[config.mk]
export PLATFORM = sky130hd
export DESIGN_NAME = basemul_seq
export DESIGN_NICKNAME = d
export VERILOG_FILES = /design/src/rtl/poly_arith_pkg.sv /design/src/rtl/basemul_gamma_rom.sv /design/src/rtl/basemul_seq.sv
export SDC_FILE = /design/constraint.sdc
export NUM_CORES = 1
export LEC_CHECK = 0
export CORE_MARGIN = 10
export CORE_UTILIZATION = 23
export CTS_BUF_LIST = sky130_fd_sc_hd__clkbuf_2
export CTS_CLUSTER_DIAMETER = 40
export DETAILED_ROUTE_END_ITERATION = 7
export GPL_ROUTABILITY_DRIVEN = 0
export GPL_TIMING_DRIVEN = 0
export PLACE_DENSITY = 0.55
export SETUP_SLACK_MARGIN = 0.2
export SKIP_LAST_GASP = 1
export SLEW_MARGIN = 10
export SYNTH_ARGS = -nofsm -noshare
export SYNTH_HDL_FRONTEND = slang
export SYNTH_SLANG_ARGS = --single-unit
[constraint.sdc]
create_clock -name clk -period 6.8 [get_ports clk]
set_clock_uncertainty 0.15 [all_clocks]
set_input_delay 0.68 -clock clk [delete_from_list [all_inputs] [get_ports clk]]
set_output_delay 0.68 -clock clk [all_outputs]
set_load 0.005 [all_outputs]
[src/rtl/poly_arith_pkg.sv]
// Shared types and constants for the ML-KEM polynomial arithmetic blocks.
package poly_arith_pkg;

  localparam int unsigned KYBER_Q = 3329;
  localparam int unsigned COEFF_W = 12;
  localparam int unsigned N_PAIRS = 128;
  localparam int unsigned IDX_W   = 7;

  typedef logic [COEFF_W-1:0] coeff_t;

  // Degree-one pair; c0 occupies the low bits when packed into a RAM word.
  typedef struct packed {
    coeff_t c1;
    coeff_t c0;
  } pair_t;

  typedef enum logic [1:0] {
    StIdle,
    StRun,
    StDrain,
    StDone
  } bm_state_e;

endpackage

[src/rtl/basemul_gamma_rom.sv]
// gamma_i = 17^(2*BitRev7(i)+1) mod q. Odd entries are the negation of the preceding even entry,
// so only the even half is tabulated.
module basemul_gamma_rom
  import poly_arith_pkg::*;
(
  input  logic [IDX_W-1:0] idx,
  output coeff_t           gamma
);

  coeff_t g_even;

  always_comb begin
    g_even = '0;
    case (idx[IDX_W-1:1])
      6'd0:  g_even = 12'd17;    6'd1:  g_even = 12'd2761;  6'd2:  g_even = 12'd583;
      6'd3:  g_even = 12'd2649;  6'd4:  g_even = 12'd1637;  6'd5:  g_even = 12'd723;
      6'd6:  g_even = 12'd2288;  6'd7:  g_even = 12'd1100;  6'd8:  g_even = 12'd1409;
      6'd9:  g_even = 12'd2662;  6'd10: g_even = 12'd3281;  6'd11: g_even = 12'd233;
      6'd12: g_even = 12'd756;   6'd13: g_even = 12'd2156;  6'd14: g_even = 12'd3015;
      6'd15: g_even = 12'd3050;  6'd16: g_even = 12'd1703;  6'd17: g_even = 12'd1651;
      6'd18: g_even = 12'd2789;  6'd19: g_even = 12'd1789;  6'd20: g_even = 12'd1847;
      6'd21: g_even = 12'd952;   6'd22: g_even = 12'd1461;  6'd23: g_even = 12'd2687;
      6'd24: g_even = 12'd939;   6'd25: g_even = 12'd2308;  6'd26: g_even = 12'd2437;
      6'd27: g_even = 12'd2388;  6'd28: g_even = 12'd733;   6'd29: g_even = 12'd2337;
      6'd30: g_even = 12'd268;   6'd31: g_even = 12'd641;   6'd32: g_even = 12'd1584;
      6'd33: g_even = 12'd2298;  6'd34: g_even = 12'd2037;  6'd35: g_even = 12'd3220;
      6'd36: g_even = 12'd375;   6'd37: g_even = 12'd2549;  6'd38: g_even = 12'd2090;
      6'd39: g_even = 12'd1645;  6'd40: g_even = 12'd1063;  6'd41: g_even = 12'd319;
      6'd42: g_even = 12'd2773;  6'd43: g_even = 12'd757;   6'd44: g_even = 12'd2099;
      6'd45: g_even = 12'd561;   6'd46: g_even = 12'd2466;  6'd47: g_even = 12'd2594;
      6'd48: g_even = 12'd2804;  6'd49: g_even = 12'd1092;  6'd50: g_even = 12'd403;
      6'd51: g_even = 12'd1026;  6'd52: g_even = 12'd1143;  6'd53: g_even = 12'd2150;
      6'd54: g_even = 12'd2775;  6'd55: g_even = 12'd886;   6'd56: g_even = 12'd1722;
      6'd57: g_even = 12'd1212;  6'd58: g_even = 12'd1874;  6'd59: g_even = 12'd1029;
      6'd60: g_even = 12'd2110;  6'd61: g_even = 12'd2935;  6'd62: g_even = 12'd885;
      6'd63: g_even = 12'd2154;
      default: g_even = '0;
    endcase
    gamma = idx[0] ? coeff_t'(KYBER_Q) - g_even : g_even;
  end

endmodule

[src/rtl/basemul_seq.sv]
// Sequences one full MultiplyNTTs pass: streams 128 pairs plus gamma into base_case_mul and
// writes the returned products to the destination RAM.
module basemul_seq
  import poly_arith_pkg::*;
#(
  parameter int unsigned N_PAIRS = 128,
  parameter int unsigned RD_LAT  = 1,
  parameter int unsigned MUL_LAT = 2
) (
  input  logic             clk,
  input  logic             rst,
  input  logic             start_i,
  output logic             busy_o,
  output logic             done_o,
  output logic             err_o,
  output logic             rd_en_o,
  output logic [IDX_W-1:0] rd_addr_o,
  input  logic [23:0]      a_rdata_i,
  input  logic [23:0]      b_rdata_i,
  output logic             mul_valid_o,
  output coeff_t           mul_a0_o,
  output coeff_t           mul_a1_o,
  output coeff_t           mul_b0_o,
  output coeff_t           mul_b1_o,
  output coeff_t           mul_zeta_o,
  input  logic             mul_valid_i,
  input  coeff_t           mul_c0_i,
  input  coeff_t           mul_c1_i,
  output logic             wr_en_o,
  output logic [IDX_W-1:0] wr_addr_o,
  output logic [23:0]      wr_data_o
);

  localparam int unsigned      TO_LIMIT = MUL_LAT + RD_LAT + 4;
  localparam int unsigned      TO_W     = $clog2(TO_LIMIT + 1);
  localparam logic [IDX_W-1:0] LAST_IDX = IDX_W'(N_PAIRS - 1);

  bm_state_e        state_q, state_d;
  logic [IDX_W-1:0] iss_cnt_q, res_cnt_q;
  logic             res_full_q;
  logic [TO_W-1:0]  to_cnt_q;
  logic             err_q;
  logic [RD_LAT-1:0] vld_q;
  logic [IDX_W-1:0] idx_q [RD_LAT];
  pair_t            a_hold_q, b_hold_q;
  coeff_t           zeta_hold_q;
  logic             wr_en_q;
  logic [IDX_W-1:0] wr_addr_q;
  logic [23:0]      wr_data_q;

  logic   start_ok, active, wr_ok, proto_err, timeout, rd_vld;
  coeff_t rom_gamma;
  pair_t  a_pair, b_pair;

  assign start_ok  = (state_q == StIdle) && start_i;
  assign active    = (state_q == StRun) || (state_q == StDrain);
  assign wr_ok     = mul_valid_i && active && !res_full_q;
  // Results outside a run, or beyond the last pair, are protocol violations and are dropped.
  assign proto_err = mul_valid_i && !wr_ok;
  assign timeout   = (state_q == StDrain) && !res_full_q && !mul_valid_i &&
                     (to_cnt_q == TO_W'(TO_LIMIT - 1));
  assign rd_vld    = vld_q[RD_LAT-1];
  assign a_pair    = pair_t'(a_rdata_i);
  assign b_pair    = pair_t'(b_rdata_i);

  basemul_gamma_rom u_gamma_rom (
    .idx   (idx_q[RD_LAT-1]),
    .gamma (rom_gamma)
  );

  always_comb begin
    state_d = state_q;
    case (state_q)
      StIdle:  if (start_i) state_d = StRun;
      StRun:   if (iss_cnt_q == LAST_IDX) state_d = StDrain;
      StDrain: if (res_full_q || timeout) state_d = StDone;
      StDone:  state_d = StIdle;
      default: state_d = StIdle;
    endcase
  end

  always_comb begin
    busy_o      = (state_q != StIdle);
    done_o      = (state_q == StDone);
    err_o       = err_q;
    rd_en_o     = (state_q == StRun);
    rd_addr_o   = rd_en_o ? iss_cnt_q : '0;
    // Operands pass straight from the RAM while valid, otherwise replay the last issued pair.
    mul_valid_o = rd_vld;
    mul_a0_o    = rd_vld ? a_pair.c0 : a_hold_q.c0;
    mul_a1_o    = rd_vld ? a_pair.c1 : a_hold_q.c1;
    mul_b0_o    = rd_vld ? b_pair.c0 : b_hold_q.c0;
    mul_b1_o    = rd_vld ? b_pair.c1 : b_hold_q.c1;
    mul_zeta_o  = rd_vld ? rom_gamma : zeta_hold_q;
    wr_en_o     = wr_en_q;
    wr_addr_o   = wr_addr_q;
    wr_data_o   = wr_data_q;
  end

  always_ff @(posedge clk or posedge rst) begin
    if (rst) begin
      state_q     <= StIdle;
      iss_cnt_q   <= '0;
      res_cnt_q   <= '0;
      res_full_q  <= 1'b0;
      to_cnt_q    <= '0;
      err_q       <= 1'b0;
      vld_q       <= '0;
      for (int k = 0; k < int'(RD_LAT); k++) idx_q[k] <= '0;
      a_hold_q    <= '0;
      b_hold_q    <= '0;
      zeta_hold_q <= '0;
      wr_en_q     <= 1'b0;
      wr_addr_q   <= '0;
      wr_data_q   <= '0;
    end else begin
      state_q <= state_d;

      if (start_ok) begin
        iss_cnt_q  <= '0;
        res_cnt_q  <= '0;
        res_full_q <= 1'b0;
      end else begin
        if (rd_en_o && (iss_cnt_q != LAST_IDX)) iss_cnt_q <= iss_cnt_q + 1'b1;
        // The result counter saturates on its terminal flag instead of wrapping.
        if (wr_ok) begin
          if (res_cnt_q == LAST_IDX) res_full_q <= 1'b1;
          else                       res_cnt_q  <= res_cnt_q + 1'b1;
        end
      end

      if (mul_valid_i || !active)           to_cnt_q <= '0;
      else if (to_cnt_q != TO_W'(TO_LIMIT)) to_cnt_q <= to_cnt_q + 1'b1;

      if (proto_err || timeout) err_q <= 1'b1;
      else if (start_ok)        err_q <= 1'b0;

      vld_q[0] <= rd_en_o;
      idx_q[0] <= rd_addr_o;
      for (int k = 1; k < int'(RD_LAT); k++) begin
        vld_q[k] <= vld_q[k-1];
        idx_q[k] <= idx_q[k-1];
      end

      if (rd_vld) begin
        a_hold_q    <= a_pair;
        b_hold_q    <= b_pair;
        zeta_hold_q <= rom_gamma;
      end

      wr_en_q <= wr_ok;
      if (wr_ok) begin
        wr_addr_q <= res_cnt_q;
        wr_data_q <= {mul_c1_i, mul_c0_i};
      end
    end
  end

endmodule
* After elaboration in Yosys (flattened, before gate mapping)
Memory sizes are Yosys's and may differ from the RTL's.
Cells that the tools add are included.
** Word-level totals
- Output and inout port bits :: 104
- ROM bits :: 768
- Memories kept :: 1
- Flip-flop bits (word level) :: 121
** Memories
- (name not given) :: depth 64, width 12, rd ports 1, clocked after Yosys merged registers in 0, write ports 0, line basemul_gamma_rom.sv:14 : case (idx[IDX_W-1:1])
** Operators by class
- Muxes and demuxes :: 23
- $add $sub $neg :: 4
- Equal/unequal tests :: 12
- Reductions and logical operators :: 26
** Operators by type and width (count)
- $mux 12 :: 6
- $mux 7 :: 6
- $add 7x1->7 const B :: 2
- $eq 7x7->1 const B :: 2
- $reduce_bool 2->1 :: 6
- $sub 12x12->12 const A :: 1
- $logic_and 1x1->1 :: 8
- $pmux 2 s4 :: 1
- $ne 7x7->1 const B :: 1
- $mux 2 :: 3
- $mux 3 :: 2
- $mux 1 :: 5
- $eq 2x2->1 const B :: 2
- $logic_not 1->1 :: 4
- $logic_or 1x1->1 :: 4
- $ne 2x1->1 const B :: 2
- $ne 2x2->1 const B :: 2
- $reduce_and 2->1 :: 2
- $add 3x1->3 const B :: 1
- $eq 3x3->1 const B :: 1
- $ne 3x3->1 const B :: 1
- $reduce_and 3->1 :: 1
- $eq 2x1->1 const B :: 1
- $logic_not 2->1 :: 1

* Longest topological paths before layout
Gate-level depths: netlist of the first run.
- Depth in word-level cells :: 8
- Depth in mapped cells :: 14

* Hierarchy
A second synthesis of the first run with hierarchy kept.
** Second synthesis, totals
- Cell total of the unflattened synthesis :: 630
- Area, all modules :: 6476.2 um^2
** By module, submodules not included
- basemul_seq :: area an instance 4777.1 um^2, seq. area each 3027.9 um^2, times used 1, cells an instance 386
- basemul_gamma_rom :: area an instance 1699.1 um^2, seq. area each 0.0 um^2, times used 1, cells an instance 244

* Worst setup path before layout of the first run
OpenSTA, ideal clock, no wires.
- Path type :: register -> output
- Start point :: reg idx_q[1] (netlist bit)
- End point :: out mul_zeta_o[11]
- Path slack :: 2.810 ns
- Stages on the path, launching flop included :: 14
- Arrival time :: 3.160 ns
- Required time :: 5.970 ns
- Buffers on the path :: 2
- Cells stage by stage :: dfrtp_1 -> buf_4 -> inv_2 -> ha_1 -> and2_1 -> buf_2 -> o311a_1 -> or2_2 -> or2_2 -> ha_1 -> inv_1 -> nor3_1 -> a311o_1 -> o211ai_1
** Between the ends
- Cells in the longest elaborated chain, start to end :: 4
** RTL lines
- start, declared :: line basemul_seq.sv:44 : logic [IDX_W-1:0] idx_q [RD_LAT];
- start signal, assigned by index :: line basemul_seq.sv:142 : idx_q[k] <= idx_q[k-1];
- $mem_v2 64x12 (*)
- $sub 12x12->12 :: line basemul_gamma_rom.sv:39 : gamma = idx[0] ? coeff_t'(KYBER_Q) - g_even : g_even;
- $mux 12 (*) :: line basemul_gamma_rom.sv:39
- $mux 12 (*)
- end, declared :: line basemul_seq.sv:25 : output coeff_t mul_zeta_o,
Mark *: on every way between the ends. The rest lies on a longest branch, timed or not.

* Final worst setup path of the first run
- Start point :: reg idx_q[2] (netlist bit)
- End point :: out mul_zeta_o[7]
Same word-level chain as after synthesis.

==> summary.md, run 1 <==
| Metric | Value |
|---|---|
| Die footprint | `35500 sq um` |
| Critical-path maximum fanout | `10` |
| Final wirelength | `20900 um` |
| Post-Synth XOR/XNOR Area | `1.88%` |
| Syn Std Cell Area | `approximately 6500 sq um` |
| Static Leak | `around 3.8 nW` |
| Vias in the first global route | `5666` |
| Layout area overhead | `40.0%` |
| Initial core utilization | `a little under a quarter` |
| TNS Setup | `0 ps` |
| Peak supply drop | `0.167 mV` |
| Initial antenna violation count | `1` |
| Worst setup SP type | `flip-flop` |
| CTS Root Cell | `clkbuf_2` |
| Clk Latency, worst-skew pair | `690 ps` |
| Largest net degree at the start of global routing | `79` |
| Final setup violation count | `0` |
| Met1 GRT Util | `roughly 14%` |
| Placed insts | `1210` |
| Final Max Slew Viols | `0` |
| Post-synth ARST share | `100%` |
| Compound-cell area share of the yosys netlist | `~15%` |
| First-pass GRT wire length | `~33000 um` |
| H-tree levels | `4` |
| Top cells by count, synth | `dfrtp_1, nand2_1, mux2_2` |
| Core Rows | `61` |
| DRC | `0` |
| Post-Synthesis Cells | `652` |
| Leading post-synthesis cells by cell area | `dfrtp_1, mux2_2, nand2_1` |
| Most used routing layer | `met2` |
| Met3 Use GR | `5.15%` |
| Fmax | `170 MHz` |
| CP endpoint kind | `output pin` |
| Count leader, synth | `dfrtp_1` |
| Vias/cell | `between 4 and 5` |
| Dpl hpwl | `15700 um` |
| Synthesis Warnings | `0` |
| Adder-cell share of the synthesized area | `3.65%` |
| Synthesis-stage register bit count | `121` |
| Clk slew on worst S/H paths | `190 ps` |
| Synth Area in Simple Gates | `17.5%` |
| Num CTS Buffers | `17` |
| CTS Hold Bufs | `0` |
| Detail Route Antenna Nets | `0` |
| Top cell type's share of synthesized area | `46.4%` |
| # port buffers | `179` |
| Die X | `188 um` |
| Reg2Reg Setup Slack | `2700 ps` |
| Synth cell types | `80` |
| Main flop type after synthesis | `dfrtp_1` |
| Sink Count | `~120` |
| Worst Tran Pin Value | `801 ps` |
| Status | `complete, no violations` |
| Worst hold path class | `input pin to async pin` |
| Met2 Track Usage GR | `between 15 and 20%` |
| RSZ-0062 raised after global routing | `no` |
| Die height | `188 um` |
| Minimum clock period | `5880 ps` |
| PD cells | `400 nW/um^2` |
| Post-synthesis area per instance | `10.0 sq um` |
| Sequential share of the synthesized area | `about 46%` |
| Layout cell share with drive strength beyond 1 | `14.9%` |
| CP arrival | `5050 ps` |
| Total power | `3.65 mW` |
| Cts repair resizes | `0` |
| DR pass1 iterations | `5` |
| Final Hold Viols | `0` |
| Iteration-0 DRC Markers | `524` |
| Core Region | `around 28000 sq um` |
| Gr usage total | `approximately 12%` |
| Largest area contributor in the netlist | `dfrtp_1` |
| CTS tree | `built` |
| Largest family of logic cells by synthesized area | `simple AND/OR/NAND/NOR gates` |
| Finished Layout Cells | `1242` |
| Post-CTS Setup Repair Bufs | `0` |
| Max-cap violation count | `0` |
| Post-Syn Nets | `747` |
| Tcrit/Tclk final | `slightly below 90%` |
| Deepest clock path buffer count | `2` |
| Post-synthesis mux area share | `about a tenth` |
| I/O pins | `180` |
| Relative slew margins | `46.6%` |
| Grt ovf | `0` |
| Via count | `5665` |
| WS Path Type | `flip-flop to output pin` |
| EDFF count, synth | `0` |
| Post-detailed-route wirelength per cell | `16.8 um` |
| Req. time, crit path | `5970 ps` |
| Layout Nets | `between 900 and 1k` |
| Worst hold margin | `211 ps` |
## final cells by class
cell class,instances,area [sq um]
Tap cell,378,473
Clock buffer,17,85.1
Clock inverter,14,220
Buffer,42,216
Antenna cell,1,2.50
Inverter,19,76.3
Timing Repair Buffer,180,1820
Sequential cell,121,3030
Fill cell,2867,18700
Multi-Input combinational cell,470,3200
## metrics by stage
step                      util [%]  setup slack (ps)  area (sq um)
final                         32.8               921          9120
after detailed placement      31.6              1690          8820
after global routing          32.8               540          9120
after floorplan                  -              2760          6520
after CTS                     32.7               832          9120
after global placement        31.5               668          8780
## worst paths after layout
path / from / end / depth (start not counted)
min: rst / b_hold_q[7] / 2
min in group clk: mul_c0_i[2] / wr_data_o[2] / 3
max in group asynchronous: rst / wr_data_o[9] / 3
max: idx_q[2] / mul_zeta_o[7] / 15
min reg2reg: wr_data_o[9] / wr_data_o[9] / 2
max reg2reg: idx_q[2] / zeta_hold_q[7] / 14
## where the power goes
group	internal [mW]	switching [mW]	total (mW)
Combinational	1.02	0.917	1.93
Clock	0.280	0.296	0.576
Sequential	1.01	0.124	1.14
## cell usage in the layout (no fill, tap or decap), types with 7 or more instances in the layout
master / n
a211oi_1: 9
nor2b_1: 9
ha_1: 19
buf_2: 11
mux2_2: 51
inv_1: 16
nand2b_1: 13
a31oi_1: 8
clkdlybuf4s50_1: 179
nor2_1: 40
clkbuf_2: 17
o21ai_0: 13
dfrtp_1: 121
a21oi_1: 31
clkbuf_1: 17
nand3_1: 10
o211ai_1: 7
nand2_1: 118
and2_1: 15
xor2_1: 9
## sequential cells by signal (all words and copies together) (netlist names)
register and count:
a_hold_q 24, err_o 1, to_cnt_q 3, b_hold_q 24, res_cnt_q 7, res_full_q 1, iss_cnt_q 7, zeta_hold_q 12
state_q 2, wr_data_o 24, idx_q 7, mul_valid_o 1, wr_en_o 1, wr_addr_o 7
## layer usage
metal | up-vias | share of wire, %
met2 | 270 | 46
met1 | 2680 | 41
met4 | 0 | 1.8
met5 | - | 0
met3 | 34 | 11
li1 | 2681 | -
## worst max-delay path, cell delays in order (launching register included)
cell	delay, ps
dfrtp_1	590
buf_2	320
inv_1	150
ha_1	210
clkbuf_1	260
or3_1	470
a21boi_1	190
a2bb2oi_1	260
nor2_1	60
nor2_1	190
ha_1	270
inv_1	110
o41ai_2	360
xnor2_1	190
mux2_4	200
clkdlybuf4s50_1	540
## cell families (layout without fill, tap and decap cells)
group / after synthesis / in the layout
xor+xnor: 14 / 14
simple gates: 244 / 244
flops: 121 / 121
other cells: 0 / 1
compound gates: 133 / 133
mux: 60 / 60
buf+inv: 61 / 272
fa+ha+maj: 19 / 19
Power figures use the tool's default switching activity.
==> run 2, diff against run 1 <==
DONT_BUFFER_PORTS = 1   (was unset)
PLACE_DENSITY = 0.47   (was 0.55)
==> summary.md, run 2 (same netlist as run 1, synthesis figures left out) <==
| Metric | Value |
|---|---|
| Status | `complete, no violations` |
| H-tree levels | `4` |
| CTS Hold Bufs | `74` |
| Layout area overhead | `22.5%` |
| Logic pwr share | `44.8%` |
| # port buffers | `0` |
| Via count | `roughly 5.3k` |
| Worst Tran Pin Value | `872 ps` |
| Relative slew margins | `41.1%` |
| Initial core utilization | `23.4%` |
| Vias/cell | `between 4 and 5` |
| Grt ovf | `0` |
| Die X | `roughly 190 um` |
| Clk slew on worst S/H paths | `200 ps` |
| Static Leak | `roughly 3.4 nW` |
| Cts repair resizes | `0` |
| Worst hold path class | `input pin to flip-flop` |
| Internal | `about 1.7 mW` |
| WS Path Type | `flip-flop to output pin` |
| Fmax | `around 190 MHz` |
| Layout Nets | `841` |
| CTS tree | `built` |
| Die height | `188 um` |
| Die footprint | `35500 sq um` |
| Final setup violation count | `0` |
| Worst setup SP type | `flip-flop` |
| Max-cap violation count | `0` |
| CTS Root Cell | `clkbuf_2` |
| Most frequent cells in the layout | `dfrtp_1, nand2_1, dlygate4sd3_1, mux2_2, nor2_1` |
| CP endpoint kind | `output pin` |
| Sink Count | `121` |
| Final wirelength | `21100 um` |
| Vias in the first global route | `~5.7k` |
| Sw Ratio | `42.9%` |
| PD cells | `369 nW/um^2` |
| Num CTS Buffers | `17` |
| Critical-path maximum fanout | `10` |
| Most common cell after layout, fill and taps aside | `dfrtp_1` |
| Total power | `2.95 mW` |
| Final Hold Viols | `0` |
| RSZ-0062 raised after global routing | `no` |
| DR pass1 iterations | `5` |
| Deepest clock path buffer count | `2` |
| First-pass GRT wire length | `between 30000 and 40000 um` |
| Minimum clock period | `about 5400 ps` |
| Req. time, crit path | `5970 ps` |
| DRC | `0` |
| Post-detailed-route wirelength per cell | `18.5 um` |
| Clk Latency, worst-skew pair | `a little under 700 ps` |
| Final Max Slew Viols | `0` |
| Largest net degree at the start of global routing | `82` |
| Initial antenna violation count | `1` |
| I/O pins | `180` |
| Clk pwr share | `15.0%` |
| Switch Pwr | `1.27 mW` |
| Layout cell share with drive strength beyond 1 | `16.9%` |
| Iteration-0 DRC Markers | `338` |
| Sequential share of power | `40.2%` |
| Tcrit/Tclk final | `78.7%` |
| CP arrival | `4520 ps` |
| Finished Layout Cells | `between 1k and 1.5k` |
| Gr usage total | `11.8%` |
| Detail Route Antenna Nets | `0` |
| Placed insts | `1031` |
| Core Region | `27900 sq um` |
| Core Rows | `61` |
| Peak supply drop | `0.197 mV` |
| Post-CTS Setup Repair Bufs | `0` |
| TNS Setup | `0 ps` |
| Dpl hpwl | `between 10000 and 15000 um` |
[run 2: changes by cell type in the layout (fill, tap and decap cells not counted), sizes merged]
cell           before  now
inv                21   20
dlygate4sd3         0   74
clkinvlp            0    2
bufinv              5    2
clkbuf             34   35
clkdlybuf4s50     179    0
clkinv              7    8
[run 2: routing by layer]
metal | GRT usage [%] | vias to the layer above | routed length (um)
met5 | 0 | - | 0
met4 | 3.91 | 0 | 280
met3 | 5.23 | 21 | 2080
met2 | 19.5 | 218 | 10400
met1 | 13.3 | 2566 | 8320
li1 | - | 2482 | -
[run 2: final cells by class]
cell class | count | area, sq um
Antenna cell | 1 | 2.50
Buffer | 42 | 216
Clock buffer | 18 | 90.1
Clock inverter | 13 | 129
Fill cell | 2919 | 19900
Inverter | 19 | 76.3
Multi-Input combinational cell | 470 | 3200
Sequential cell | 121 | 3030
Tap cell | 378 | 473
Timing Repair Buffer | 75 | 768
[run 2: final timing paths]
kind                         startpoint        endpoint  slack (ps)  cells after the start
max                            idx_q[2]   mul_zeta_o[7]        1450                     14
min                             start_i      state_q[0]         180                      2
max reg2reg                    idx_q[2]  zeta_hold_q[7]        2670                     14
min reg2reg                a_hold_q[23]    a_hold_q[23]         380                      1
max in group asynchronous           rst    a_hold_q[23]        5420                      3
min in group asynchronous           rst      state_q[0]         320                      2
[run 2: power groups by stage]
stage	Clock, mW	Sequential [mW]	Combinational (mW)
after floorplan	0	1.14	0.962
after global placement	0	1.20	1.29
after detailed placement	0	1.20	1.30
after CTS	0.472	1.19	1.33
after global routing	0.506	1.23	1.47
final	0.442	1.18	1.32
[run 2: metrics by stage]
step / hold slack [ps] / instance area, sq um / util, % / setup WS (ps)
floorplan: 312 / 6520 / - / 2760
global placement: 356 / 6990 / 25.1 / 1180
detailed placement: 357 / 7020 / 25.2 / 2160
CTS: 49.9 / 7980 / 28.7 / 1250
global route: 59.5 / 7990 / 28.7 / 1010
finish: 178 / 7990 / 28.7 / 1450
[run 2: worst max-delay path, stage by stage (launching register included)]
cell       delay (ps)
dfrtp_1           600
buf_2             310
inv_1             150
ha_1              220
clkbuf_1          260
or3_1             490
a21boi_1          180
a2bb2oi_1         250
nor2_1             60
nor2_1            160
ha_1              270
inv_1             110
o41ai_2           370
xnor2_1           120
mux2_4            300
==> run 3, diff against run 2 <==
clock period = 5.2 ns   (was 6.8 ns; I/O delays follow)
==> summary.md, run 3 (same netlist as run 1, synthesis figures left out) <==
| Metric | Value |
|---|---|
| Status | `complete, no violations` |
| Worst hold margin | `~160 ps` |
| Tcrit/Tclk final | `90.6%` |
| Die footprint | `35500 sq um` |
| Gr usage total | `11.8%` |
| Core Rows | `61` |
| Placed instance area | `7020 sq um` |
| Fmax | `212 MHz` |
| Clk pwr share | `around 15%` |
| Largest net degree at the start of global routing | `82` |
| Post-detailed-route wirelength per cell | `18.5 um` |
| Minimum clock period | `4710 ps` |
| DR pass1 iterations | `5` |
| Most frequent cells in the layout | `dfrtp_1, nand2_1, dlygate4sd3_1, mux2_2, nor2_1` |
| Util after Layout | `28.8%` |
| Layout cell share with drive strength beyond 1 | `roughly 18%` |
| Die X | `188 um` |
| Finished Layout Cells | `1140` |
| Logic pwr share | `45.3%` |
| Worst setup SP type | `flip-flop` |
| PD cells | `between 400 and 500 nW/um^2` |
| Switch Pwr | `approximately 1.7 mW` |
| Final Max Slew Viols | `0` |
| Iteration-0 DRC Markers | `about 270` |
| Final setup violation count | `0` |
| Worst hold path class | `input pin to async pin` |
| # port buffers | `0` |
| H-tree levels | `4` |
| Clk Latency, worst-skew pair | `690 ps` |
| I/O pins | `180` |
| Grt ovf | `0` |
| Layout area overhead | `23.2%` |
| CTS Root Cell | `clkbuf_2` |
| Total power | `3.88 mW` |
| Via count | `~5.3k` |
| Static Leak | `3.40 nW` |
| Worst Tran Pin Value | `872 ps` |
| Internal | `2.22 mW` |
| Sink Count | `between 100 and 150` |
| Req. time, crit path | `4530 ps` |
| RSZ-0062 raised after global routing | `yes` |
| Num CTS Buffers | `17` |
| Deepest clock path buffer count | `2` |
| CTS tree | `built` |
| Die height | `188 um` |
| DRC | `0` |
| Initial antenna violation count | `1` |
| Vias in the first global route | `5711` |
| CP endpoint kind | `output pin` |
| Core Region | `27900 sq um` |
| Peak supply drop | `between 0.2 and 0.3 mV` |
| Relative slew margins | `41.1%` |
| Dpl hpwl | `15000 um` |
| Final Hold Viols | `0` |
| Final Instance Area | `8030 sq um` |
| CP arrival | `roughly 4000 ps` |
| First-pass GRT wire length | `33200 um` |
| Initial core utilization | `23.4%` |
| Clk slew on worst S/H paths | `roughly 200 ps` |
| Final wirelength | `21100 um` |
| Placed insts | `1031` |
| Detail Route Antenna Nets | `0` |
| Critical-path maximum fanout | `10` |
| Reg2Reg Setup Slack | `between 1500 and 2000 ps` |
| Layout Nets | `844` |
| Sequential share of power | `39.7%` |
| Vias/cell | `4.67` |
| WS Path Type | `flip-flop to output pin` |
| Most common cell after layout, fill and taps aside | `dfrtp_1` |
| Max-cap violation count | `0` |
| Sw Ratio | `42.8%` |
## run 3: cell count changes in the layout (fill, tap and decap cells not counted), sizes merged
cell         before  now
dlygate4sd3      74   75
buf              26   27
clkbuf           35   36
## run 3: final timing paths
kind,startpoint,to,cells after the start
setup / recovery,idx_q[1],mul_zeta_o[11],13
min in group clk,start_i,iss_cnt_q[6],3
hold / removal,rst,state_q[0],2
hold reg to reg,a_hold_q[23],a_hold_q[23],1
setup reg to reg,idx_q[1],zeta_hold_q[4],10
max in group asynchronous,rst,a_hold_q[23],3
## run 3: worst max-delay path, cell delays in order, from the launching register on
cell and delay [ps]:
dfrtp_2 460, buf_4 190, inv_4 100, ha_2 320, and2_1 170, buf_2 180, o311a_1 380, or2_2 290
or2_2 280, ha_2 220, inv_1 110, nor3_1 80, a311o_1 380, o211ai_1 180
## run 3: timing repair
item,CTS,global route
hold endpoints to repair,201,0
hold buffers,75,0
setup endpoints to repair,7,4
buffers inserted,2,0
pin swaps,0,1
gates resized for setup,4,8
## run 3: layer usage
layer	vias up	global-route usage [%]	share of wire (%)
met1	2566	13.3	39
met3	31	5.17	10
met5	-	0	0
met4	0	3.91	1.7
li1	2491	-	-
met2	236	19.6	49
## run 3: per-stage QoR
stage | TNS [ps] | setup slack [ps]
after floorplan | 0 | 1320
after global placement | -27970 | -260
after detailed placement | 0 | 718
after CTS | 0 | 195
after global routing | 0 | 194
final | 0 | 488
## run 3: layout make-up
type | count | area, sq um
timing repair buffer | 78 | 793
clock buffer | 18 | 90.1
sequential | 121 | 3030
inverter | 19 | 81.3
antenna | 1 | 2.50
multi-input combinational | 470 | 3210
fill | 2912 | 19800
buffer | 42 | 221
tap | 378 | 473
clock inverter | 13 | 129
## run 3: power by group through the flow
stage	clock network [mW]	logic, mW	registers, mW
after floorplan	0	1.26	1.49
after global placement	0	1.68	1.57
after detailed placement	0	1.70	1.57
after CTS	0.617	1.77	1.55
after global routing	0.662	1.96	1.60
final	0.579	1.76	1.54
==> edit 1, RTL diff (flow settings as in run 3) <==
Set the parameter `RD_LAT` to 2 (it was 1).
--- a/src/rtl/basemul_seq.sv
+++ b/src/rtl/basemul_seq.sv
@@ -4,7 +4,7 @@
   import poly_arith_pkg::*;
 #(
   parameter int unsigned N_PAIRS = 128,
-  parameter int unsigned RD_LAT  = 1,
+  parameter int unsigned RD_LAT  = 2,
   parameter int unsigned MUL_LAT = 2
 ) (
   input  logic             clk,
Behaviour: not the same (a bounded check fails within 4 cycles, from zero or initial values and one cycle with rst high).
==> edit 1 against run 3 <==
Synthesized cell count increased by 2.1%. Area after synthesis grew 1.8%. Cell area increased by 3.0%. Power up 0.17%. Maximum frequency up 0.56%. Wire length shrank 3.1%. Register-to-register slack is essentially flat. Largest power group is now sequential cells. Worst setup slack improved by 0.026 ns. Sequential cell count grew 9. First-iteration DRC count rose by 9.2%.
==> edit 1: results (changes against run 3) <==
Worst setup path
  • Worst path slowest cell: mux4_2
  • Max stage delay on crit path: 0.51 ns (+0.05 ns)
  • Critical Path AT: 4.02 ns (-0.02 ns)

Final layout
  • Signal buf overhead: 12.3% (-0.33 points)
  • Clk tree area frac: 3.22% (+0.49 points)
  • Layout cells sized above 1: 17.9% (-0.24 points)
  • Flip-flop and latch count: 130 (+7.4%)
  • Final net count: 858 (+1.7%)

Logic synthesis
  • Sequential element share of the synthesized area: 49.0% (+2.6 points)
  • Commonest cells post-synth: dfrtp_1, nand2_1, mux2_2

CTS
  • Post-CTS Setup Bufs: 1 (-1)
  • Resized cells post-CTS: 8 (+4)
  • Clock slew at reported path FFs: 0.24 ns (+0.04 ns)
  • # hold bufs at CTS: 76 (+1.3%)

Global routing
  • Grt met2 use: 17.0% (-2.6 points)
  • Global Route Usage Sum: 11.0% (-0.75 points)
  • Met3 usage: 4.36% (-0.81 points)
  • Largest net degree at the start of global routing: 73 (-11%)
  • Met1 Use GR: 14.0% (+0.76 points)
  • First-pass GRT wire length: 31800 um (-4.1%)

Status
  • Status: finished clean

Route
  • DR vias: 5254 (-1.3%)
  • WL final: 20400 um (-3.1%)

Pwr
  • VDD IR max: 246 uV (-4.2%)
  • Lkg Pwr: 3.52 nW (+3.6%)

Worst hold path
  • Min-delay worst type: register to register

Floorplanning
  • Core area: 28500 um^2 (+2.5%)

STA
  • Slew margin rel.: 59.6% (+18 points)
## edit 1: changes by cell type in the layout (fill, tap and decap cells not counted), sizes merged, moves of 4 or more
cell    before  now
nor3         6   13
a211oi      10    5
nand3b       4    0
inv         20   24
and2        15   11
mux2i        6   10
o21ai       16   30
nor2        42   49
dfrtp      121  130
nand3       10    6
clkinv       8    3
## edit 1: cell families (layout without fill, tap and decap cells)
| kind of cell | count (synthesis) | count (layout) | synth area share (%) |
|---|---|---|---|
| DFF | 130 | 130 | 49.0 |
| AOI/OAI and AO/OA | 124 | 124 | 12.4 |
| xor gates and xnor gates | 18 | 18 | 2.49 |
| and+or+nand+nor | 250 | 250 | 17.5 |
| buffers and inverters | 61 | 172 | 4.15 |
| muxes | 65 | 65 | 11.0 |
| adders and majority gates | 18 | 18 | 3.40 |
## edit 1: worst paths after layout
path	from	to	slack [ns]	cells after the start
max	idx_q[1]	mul_zeta_o[9]	0.51	16
min	idx_q[9]	idx_q[2]	0.22	0
max reg2reg	idx_q[1]	zeta_hold_q[9]	1.56	16
min reg2reg	idx_q[9]	idx_q[2]	0.22	0
max in group asynchronous	rst	zeta_hold_q[9]	3.84	3
min in group asynchronous	rst	to_cnt_q[1]	0.24	2
## edit 1: stage by stage
stage | utilization [%] | cells | hold slack, ns
4_1_cts | 28.8 | 1160 | 0.143
5_1_grt | 29.0 | 1161 | 0.161
2_1_floorplan | - | 666 | 0.181
3_3_place_gp | 24.9 | 1050 | 0.182
6_report | 29.0 | 1161 | 0.222
3_5_place_dp | 25.0 | 1051 | 0.185
## edit 1: power by group
group          internal, mW  total (mW)  switching (mW)
Combinational         0.623        1.59           0.964
Sequential             1.40        1.61           0.207
Clock                 0.279       0.690           0.411
Total                  2.30        3.88            1.58
==> edit 2, RTL diff (settings of run 3) <==
Without the edit above. The 4 states of `bm_state_e` get a one-hot encoding in 4 bits.
--- a/src/rtl/poly_arith_pkg.sv
+++ b/src/rtl/poly_arith_pkg.sv
@@ -14,11 +14,11 @@
     coeff_t c0;
   } pair_t;
 
-  typedef enum logic [1:0] {
-    StIdle,
-    StRun,
-    StDrain,
-    StDone
+  typedef enum logic [3:0] {
+    StIdle  = 4'b0001,
+    StRun   = 4'b0010,
+    StDrain = 4'b0100,
+    StDone  = 4'b1000
   } bm_state_e;
 
 endpackage
Behaviour: no difference found for any inputs over 4 cycles, from zero or initial values and one cycle with rst high; so few cycles prove little.
==> edit 2 against run 3 <==
Sequential cell count rose by 2. Wire length is 1.0% higher. First-iteration DRC count rose by 17%. Register-to-register slack gained 0.04 ns. Area after synthesis grew 0.13%. Worst setup slack gained 0.030 ns. Highest routed layer unchanged. Maximum frequency is 0.63% higher. Critical endpoint is now mul_zeta_o[9]. Power is 20% lower. Largest cell class unchanged. Cell area grew 1.4%. Critical path type unchanged.
==> edit 2: results (changes against run 3) <==
Logic synthesis
  • Post-synthesis compound-gate area fraction: 12.8% (-2.7 points)
  • Yosys top cell area share: 46.8% (+0.32 points)
  • Commonest cells post-synth: dfrtp_1, nand2_1, mux2_2
  • Post-synthesis mux area share: 11.1% (+0.48 points)
  • Distinct cells, synth: 84 (+5.0%)
  • Post-Synth XOR/XNOR Area: 2.42% (+0.53 points)
  • Syn Nets: 734 (-1.7%)
  • Sequential element share of the synthesized area: 47.2% (+0.72 points)
  • Synth warn: 0 (unchanged)
  • Post-Synth Adder-Cell Area: 2.68% (-0.96 points)

Placed design
  • Post-detail-place hpwl: 15400 um (+3.1%)
  • Place WS: 0.166 ns (-0.552 ns)

Route
  • Wire length on met2: 10400 um (+0.93%)
  • DR vias: 5221 (-1.9%)
  • First DRT Iteration DRCs: 317 (+17%)
  • Met1 Wirelength: 8320 um (+0.39%)
  • Routed wire length per instance: 18.8 um (+1.5%)
  • Met3 wire len: 1900 um (-9.4%)
  • Drt first pass iters: 7 (+2)

Worst setup path
  • R2R setup slack: 1.60 ns (+0.04 ns)
  • Critical Path AT: 4.01 ns (-0.03 ns)
  • Reg-to-reg endpoint: zeta_hold_q[8]

Global routing
  • Vias in the first global route: 5700 (-0.19%)
  • Largest net degree at the start of global routing: 76 (-7.3%)
  • Global Route Usage Sum: 11.9% (+0.15 points)

Status
  • Status: finished clean

Final layout
  • Final net count: 832 (-1.4%)
  • Layout cells sized above 1: 18.5% (+0.41 points)

Pwr
  • Lkg Pwr: 3.45 nW (+1.5%)

STA
  • Worst-margin pin slew: 1.12 ns (+0.250 ns)
  • Hold slack: 0.149 ns (-0.00817 ns)

CTS
  • Clock slew at reported path FFs: 0.28 ns (+0.08 ns)
-- edit 2: cell types whose count changed in the layout (fill, tap and decap cells not counted), moves of 5 or more --
cell,delta
a21oi_1,-8
buf_6,+5
inv_1,-5
inv_6,+5
mux2i_1,+7
nor3_1,+6
-- edit 2: repair_timing --
item / in CTS / in global routing
cloned: 0 / 0
hold endpoints to repair: 200 / 0
pin swaps: 0 / 0
buffers inserted: 3 / 0
setup endpoints to repair: 10 / 4
hold buffers: 75 / 0
gates resized for setup: 8 / 7
-- edit 2: kinds of logic (layout without fill, tap and decap cells) --
kind of cell,after synthesis,in the layout
AO/OA/AOI/OAI,117,117
XOR/XNOR,18,18
adder cells (fa/ha/maj),14,14
buffers and inverters,55,166
flip-flops,123,123
multiplexers,66,66
other,0,2
AND/OR/NAND/NOR,251,251
-- edit 2: worst max-delay path, cell delays in order, from the launching register on --
cell       delay [ns]
dfrtp_2          0.42
clkbuf_4         0.22
inv_1            0.14
ha_4             0.18
buf_6            0.13
or3b_1           0.40
a311oi_1         0.33
a2111oi_1        0.11
a31oi_2          0.28
ha_1             0.21
a21boi_2         0.23
nand4_1          0.16
and4_1           0.27
o31ai_4          0.26
-- edit 2: metal layers --
metal | vias up | GRT usage (%)
li1 | 2464 | -
met1 | 2514 | 13.5
met2 | 209 | 19.6
met3 | 34 | 4.97
met4 | 0 | 4.79
met5 | - | 0
-- edit 2: metrics by stage --
stage                     util [%]  cell area [um^2]  std cells
after floorplan                  -              6530        644
after global placement        25.1              7000       1022
after detailed placement      25.2              7030       1023
after CTS                     29.1              8110       1133
after global routing          29.2              8150       1135
final                         29.2              8150       1135
-- edit 2: cell type report --
class	instances	area (um^2)
antenna	2	5.00
buffer	40	298
clock buffer	17	85.1
clock inverter	15	198
fill	2849	19700
inverter	15	61.3
multi-input combinational	466	3150
sequential	123	3080
tap	378	473
timing repair buffer	79	801
-- edit 2: where the power goes --
group          internal, mW  switching (mW)
clock network         0.251           0.467
logic                 0.379           0.528
registers              1.29           0.172
total                  1.92            1.17
-- edit 2: worst max path at each step --
| stage | cells past startpoint | slack [ns] | startpoint | endpoint |
|---|---|---|---|---|
| finish | 13 | 0.52 | idx_q[1] | mul_zeta_o[9] |
| global route | 14 | 0.21 | idx_q[1] | mul_zeta_o[5] |
| CTS | 13 | 0.20 | idx_q[1] | mul_zeta_o[11] |
| detailed placement | 13 | 0.17 | idx_q[1] | mul_zeta_o[11] |
| global placement | 1 | -0.39 | rst | b_hold_q[7] |
| floorplan | 13 | 1.15 | idx_q[1] | mul_zeta_o[11] |
